`src/rtl/fwd_bypass_network.sv`:
```
// Operand-forwarding unit for the integer pipeline.
// Tracks DEPTH in-flight destination tags (stage 0 = EX, stage 1 = MEM, ...),
// resolves two source operands to the youngest matching in-flight result or the
// register-file value, stalls on a load-use hazard at stage 0 and issues
// registered operands to EX.
//
// Ports:
//   clk_i, rst_i          clock (rising edge), asynchronous active-high reset
//   flush_i               kill all in-flight tags and the pending operand issue
//   issue_valid_i         decode presents an instruction this cycle
//   rs_a_i, rs_b_i        source registers; rf_a_i, rf_b_i register-file data
//   wb_en_i, rd_i         issuing instruction writes rd_i
//   is_load_i             issuing instruction is a load
//   stage_data_i          result held in tag stage k at [k*DATA_W +: DATA_W]
//   stall_o               combinational hold request towards decode
//   op_valid_o            registered operands valid for EX
//   op_a_o, op_b_o        registered forwarded operands
//   sel_a_o, sel_b_o      registered source: 0 = register file, k+1 = stage k
//   fwd_count_o           saturating count of forwarded operands
//   stall_count_o         saturating count of stall cycles
module fwd_bypass_network #(
    parameter int unsigned DATA_W = 32,
    parameter int unsigned REG_AW = 5,
    parameter int unsigned DEPTH  = 2,
    parameter int unsigned CNT_W  = 16,
    localparam int unsigned SelW  = $clog2(DEPTH + 1)
) (
    input  logic                    clk_i,
    input  logic                    rst_i,
    input  logic                    flush_i,
    input  logic                    issue_valid_i,
    input  logic [REG_AW-1:0]       rs_a_i,
    input  logic [REG_AW-1:0]       rs_b_i,
    input  logic [DATA_W-1:0]       rf_a_i,
    input  logic [DATA_W-1:0]       rf_b_i,
    input  logic                    wb_en_i,
    input  logic [REG_AW-1:0]       rd_i,
    input  logic                    is_load_i,
    input  logic [DEPTH*DATA_W-1:0] stage_data_i,
    output logic                    stall_o,
    output logic                    op_valid_o,
    output logic [DATA_W-1:0]       op_a_o,
    output logic [DATA_W-1:0]       op_b_o,
    output logic [SelW-1:0]         sel_a_o,
    output logic [SelW-1:0]         sel_b_o,
    output logic [CNT_W-1:0]        fwd_count_o,
    output logic [CNT_W-1:0]        stall_count_o
);

    logic              valid_q [DEPTH];
    logic [REG_AW-1:0] rd_q    [DEPTH];
    logic              load_q  [DEPTH];

    logic [DEPTH-1:0]  hit_a, hit_b;
    logic [SelW-1:0]   sel_a_d, sel_b_d;
    logic [DATA_W-1:0] op_a_d, op_b_d;
    logic              fire;
    logic [1:0]        fwd_inc;
    logic [CNT_W:0]    fwd_sum;
    logic [CNT_W-1:0]  fwd_count_d, stall_count_d;

    // Operand resolution: scan oldest to youngest so the lowest k wins.
    always_comb begin
        hit_a   = '0;
        hit_b   = '0;
        sel_a_d = '0;
        sel_b_d = '0;
        op_a_d  = rf_a_i;
        op_b_d  = rf_b_i;
        for (int k = DEPTH - 1; k >= 0; k--) begin
            hit_a[k] = valid_q[k] && (rd_q[k] == rs_a_i) && (rs_a_i != '0);
            hit_b[k] = valid_q[k] && (rd_q[k] == rs_b_i) && (rs_b_i != '0);
            if (hit_a[k]) begin
                sel_a_d = SelW'(k + 1);
                op_a_d  = stage_data_i[k*DATA_W +: DATA_W];
            end
            if (hit_b[k]) begin
                sel_b_d = SelW'(k + 1);
                op_b_d  = stage_data_i[k*DATA_W +: DATA_W];
            end
        end
    end

    // A hit at stage 0 always wins, so a stage-0 load hit is a load-use hazard.
    assign stall_o = issue_valid_i && !flush_i && load_q[0] && (hit_a[0] || hit_b[0]);
    assign fire    = issue_valid_i && !stall_o && !flush_i;

    always_comb begin
        fwd_inc     = {1'b0, sel_a_d != '0} + {1'b0, sel_b_d != '0};
        fwd_sum     = {1'b0, fwd_count_o} + {{(CNT_W - 1){1'b0}}, fwd_inc};
        fwd_count_d = fwd_count_o;
        if (fire) begin
            fwd_count_d = fwd_sum[CNT_W] ? '1 : fwd_sum[CNT_W-1:0];
        end
        stall_count_d = stall_count_o;
        if (stall_o && (stall_count_o != '1)) begin
            stall_count_d = stall_count_o + 1'b1;
        end
    end

    always_ff @(posedge clk_i or posedge rst_i) begin
        if (rst_i) begin
            for (int k = 0; k < DEPTH; k++) begin
                valid_q[k] <= 1'b0;
                rd_q[k]    <= '0;
                load_q[k]  <= 1'b0;
            end
            op_valid_o    <= 1'b0;
            op_a_o        <= '0;
            op_b_o        <= '0;
            sel_a_o       <= '0;
            sel_b_o       <= '0;
            fwd_count_o   <= '0;
            stall_count_o <= '0;
        end else if (flush_i) begin
            for (int k = 0; k < DEPTH; k++) begin
                valid_q[k] <= 1'b0;
            end
            op_valid_o <= 1'b0;
        end else begin
            for (int k = DEPTH - 1; k >= 1; k--) begin
                valid_q[k] <= valid_q[k-1];
                rd_q[k]    <= rd_q[k-1];
                load_q[k]  <= load_q[k-1];
            end
            // Stalls and non-writing instructions insert a bubble; r0 is never tracked.
            valid_q[0] <= fire && wb_en_i && (rd_i != '0);
            rd_q[0]    <= rd_i;
            load_q[0]  <= is_load_i;
            op_valid_o <= fire;
            if (fire) begin
                op_a_o  <= op_a_d;
                op_b_o  <= op_b_d;
                sel_a_o <= sel_a_d;
                sel_b_o <= sel_b_d;
            end
            fwd_count_o   <= fwd_count_d;
            stall_count_o <= stall_count_d;
        end
    end

endmodule

```
`config.mk`:
```
export PLATFORM = sky130hd
export DESIGN_NAME = fwd_bypass_network
export DESIGN_NICKNAME = d
export VERILOG_FILES = /design/src/rtl/fwd_bypass_network.sv
export SDC_FILE = /design/constraint.sdc
export NUM_CORES = 1
export LEC_CHECK = 0
export CORE_MARGIN = 2
export CORE_UTILIZATION = 44
export CTS_CLUSTER_SIZE = 12
export DETAILED_ROUTE_END_ITERATION = 16
export PLACE_DENSITY = 0.81
export SETUP_SLACK_MARGIN = 0.4
export SLEW_MARGIN = 10
export SYNTH_ARGS = -nofsm -noshare
export SYNTH_HDL_FRONTEND = slang
export SYNTH_SLANG_ARGS = --single-unit
```
`constraint.sdc`:
```
create_clock -name clk_i -period 4.9 [get_ports clk_i]
set_input_delay 1.47 -clock clk_i [delete_from_list [all_inputs] [get_ports clk_i]]
set_output_delay 1.47 -clock clk_i [all_outputs]
set_load 0.005 [all_outputs]
```
==> impl_metrics.env <==
export IMPL_status="finished, final reports clean"
export IMPL_synth_area_leaders="dfrtp_1 (46%), mux2_2 (15%), nand2_1 (8.8%)"
export IMPL_fin_cells=1134
export IMPL_antenna_diode_count=0
export IMPL_antenna_found_initial=0
export IMPL_cp_slowest_stage_delay_ps=500
export IMPL_synth_top_area_share_pct=45.6
export IMPL_crit_slowest_cell="clkdlybuf4s50_1"
export IMPL_grt_pass1_vias=5999
export IMPL_post_route_min_period_ps=4410
export IMPL_grt_overflow=0
export IMPL_cts_made_buffers=17
export IMPL_avgSynthCellArea_um2=9.23
export IMPL_dp_hpwl_mm=14.4
export IMPL_die_area_mm2=0.0152
export IMPL_synth_ff_latch_count=114
export IMPL_worst_pin_slew_ps=740
export IMPL_seq_area_frac_synth_pct=45.6
export IMPL_synth_nets=830
export IMPL_hold_class="reg2reg"
export IMPL_synth_cells=678
export IMPL_design_area_mm2=0.00973
export IMPL_cp_top_family="buffers and inverters"
export IMPL_synth_edff_count=0
export IMPL_placedCellCount=1101
export IMPL_endpoint_kind="output pin"
export IMPL_clock_sinks=114
export IMPL_root_buffer="clkbuf_16"
export IMPL_worst_path_buf_inv=2
export IMPL_synthArstFlopShare_pct=100
export IMPL_netlist_area_mm2=0.00626
export IMPL_row_count=43
export IMPL_period_share_pct=90.1
export IMPL_yosys_warnings=0
export IMPL_start_util_pct=45.1
export IMPL_clock_latency_ps=420
export IMPL_drv_slew=0
export IMPL_synth_main_ff_cell="dfrtp_1"
export IMPL_clk_pin_slew_ps=50
export IMPL_area_growth_pct=55.5
export IMPL_p_leak_nw=4.12
export IMPL_gpl_final_weighted_congestion=0.895
export IMPL_crit_required_ps=3430
export IMPL_p_per_area_mw_per_mm2=299
export IMPL_via_count=6165
export IMPL_nNetsFinal=1093
export IMPL_rsz0062_at_grt="no"
export IMPL_drt_total_wl_mm=20.3
export IMPL_crit_arrival_ps=2940
export IMPL_wl_per_cell_um=17.9
export IMPL_finalHoldViolations=0
export IMPL_critical_path_class="in2out"
export IMPL_cts_tree="yes"
export IMPL_postCtsHoldBufs=0
export IMPL_htreeDepth=4
export IMPL_clock_path_buffers=2
export IMPL_drt_iter0_drc=392
export IMPL_fmax_ghz=0.227
export IMPL_drive_above_1_share_pct=17.5
export IMPL_grt_start_max_net_pins=67
export IMPL_ir_drop_v=0.000192
export IMPL_ys_types=42
export IMPL_die_w_um=123
export IMPL_drv_cap=0
export IMPL_dpl_cell_area_mm2=0.00909
export IMPL_crit_fanout=2
export IMPL_path_cells="clkdlybuf4s50_1 > xnor2_1 > nand4_1 > or3_4 > a21oi_4 > clkdlybuf4s15_2"
export IMPL_setup_viol=0
export IMPL_critPathLaunchType="input port"
export IMPL_dr_pass1_iters=5
export IMPL_ios=251
export IMPL_grtUsageTotal_pct=26.8
export IMPL_post_route_drc_count=0
export IMPL_dieHeight_um=123
export IMPL_via_per_inst=5.44
export IMPL_ant_nets=0
export IMPL_slew_headroom_pct=50.6
export IMPL_netlist_top_cell_by_area="dfrtp_1"
export IMPL_core_mm2=0.0139
export IMPL_io_buffers=250
export IMPL_fin_skew_ps=6.86
export IMPL_grt_pass1_wl_mm=31.0
-- cells by family (layout without fill, tap and decap cells) --
kind of cell,Yosys count,count (layout),share of synthesized area (%)
simple gates,290,290,19.9
flops,114,114,45.6
compound gates,101,101,10.3
mux,84,84,15.1
buf+inv,52,328,3.56
xor+xnor,34,34,4.76
fa+ha+maj,3,3,0.720
-- where the power goes --
part           switching [mW]  internal [mW]  leakage (nW)
registers              0.0663           1.04          1.40
logic                   0.195          0.372          2.43
clock network           0.448          0.787         0.284
total                   0.709           2.20          4.12
-- sequential cells by signal (all words and copies together), names as in the netlist --
| register | flops |
|---|---|
| fwd_count_o | 16 |
| rd_q | 10 |
| stall_count_o | 16 |
| valid_q | 2 |
| op_a_o | 32 |
| sel_a_o | 2 |
| op_valid_o | 1 |
| load_q | 1 |
| op_b_o | 32 |
| sel_b_o | 2 |
-- area by class of cell --
cell class	count	area, um2
flip-flops and latches	114	2850
clock buffers	20	467
clock inverters	12	131
well taps	180	225
multi-input cells	512	3240
fillers	1113	4150
repair buffers	286	2780
inverters	10	40.0
-- metal layers --
layer,GRT usage [%],vias to the layer above,wire (um)
met4,11.2,0,588
li1,-,2900,-
met3,6.92,47,1640
met5,0,-,0
met1,33.0,2949,8220
met2,44.7,269,9860
-- final timing paths --
check | from | to | slack, ps | cells after the start
hold reg to reg | op_a_o[25] | op_a_o[25] | 500 | 1
min in group asynchronous | rst_i | rd_q[3] | 1500 | 2
setup / recovery | rs_a_i[0] | stall_o | 490 | 6
hold / removal | op_a_o[25] | op_a_o[25] | 500 | 1
max in group asynchronous | rst_i | op_a_o[12] | 2510 | 3
setup reg to reg | rd_q[9] | fwd_count_o[5] | 1460 | 14
-- synthesized netlist by cell type (2+ instances only) --
library cell and n:
mux2_2 82, dfrtp_1 114, o21ai_0 8, o31ai_1 2
clkbuf_1 23, buf_4 2, nand2b_1 2, a41oi_1 4
or3_1 3, a31oi_1 74, nor3_1 18, xor2_1 12
nor2_2 2, nor2_1 74, and2_1 2, mux2_1 2
nand4_1 8, nand2_1 146, and3_1 7, xnor2_1 22
nor4_1 2, buf_2 16, or4_4 2, inv_1 9
nand3_1 15, nor2b_1 3, a21oi_1 7, ha_1 2
o211ai_1 2
-- worst reg2reg max path, delay by kind of cell (launching register included) --
| kind | cells | cell delay [ps] |
|---|---|---|
| flip-flops | 1 | 450 |
| buffers and inverters | 3 | 390 |
| adder cells (fa/ha/maj) | 2 | 540 |
| AND/OR/NAND/NOR | 7 | 1620 |
| XOR/XNOR | 1 | 200 |
| AO/OA/AOI/OAI | 1 | 170 |
-- cells in the final DEF, fill, tap and decap left out, types with 6 or more instances in the layout --
cell type          n
xor2_1            12
clkbuf_16         17
nand3_1           15
buf_4             35
dfrtp_1          114
nor3_1            14
o21ai_0            8
xnor2_1           22
a31oi_1           74
mux2_2            82
nor2_1            74
dlygate4sd2_1      9
a21oi_1            6
and3_1             7
nand4_1            8
nand2_1          146
inv_1              8
clkdlybuf4s50_1  240
-- timing repair --
action,CTS,global route
gates cloned,0,0
setup endpoints to repair,1,13
buffers inserted,1,0
resized for setup,16,4
pin swaps,3,0
endpoints found under the hold margin,0,0
-- through the flow --
step / utilization, % / total power [mW] / setup TNS (ps) / hold WS, ps / setup WS, ps
2_1_floorplan: - / 1.30 / 0 / 483 / 414
3_3_place_gp: 65.5 / 1.67 / -111 / 478 / -111
3_5_place_dp: 65.5 / 1.69 / -102 / 487 / -97.6
4_1_cts: 69.9 / 2.92 / 0 / 499 / 483
5_1_grt: 70.1 / 3.03 / 0 / 512 / 417
6_report: 70.1 / 2.91 / 0 / 501 / 487
Note: power is estimated with default switching activity, not from simulation.
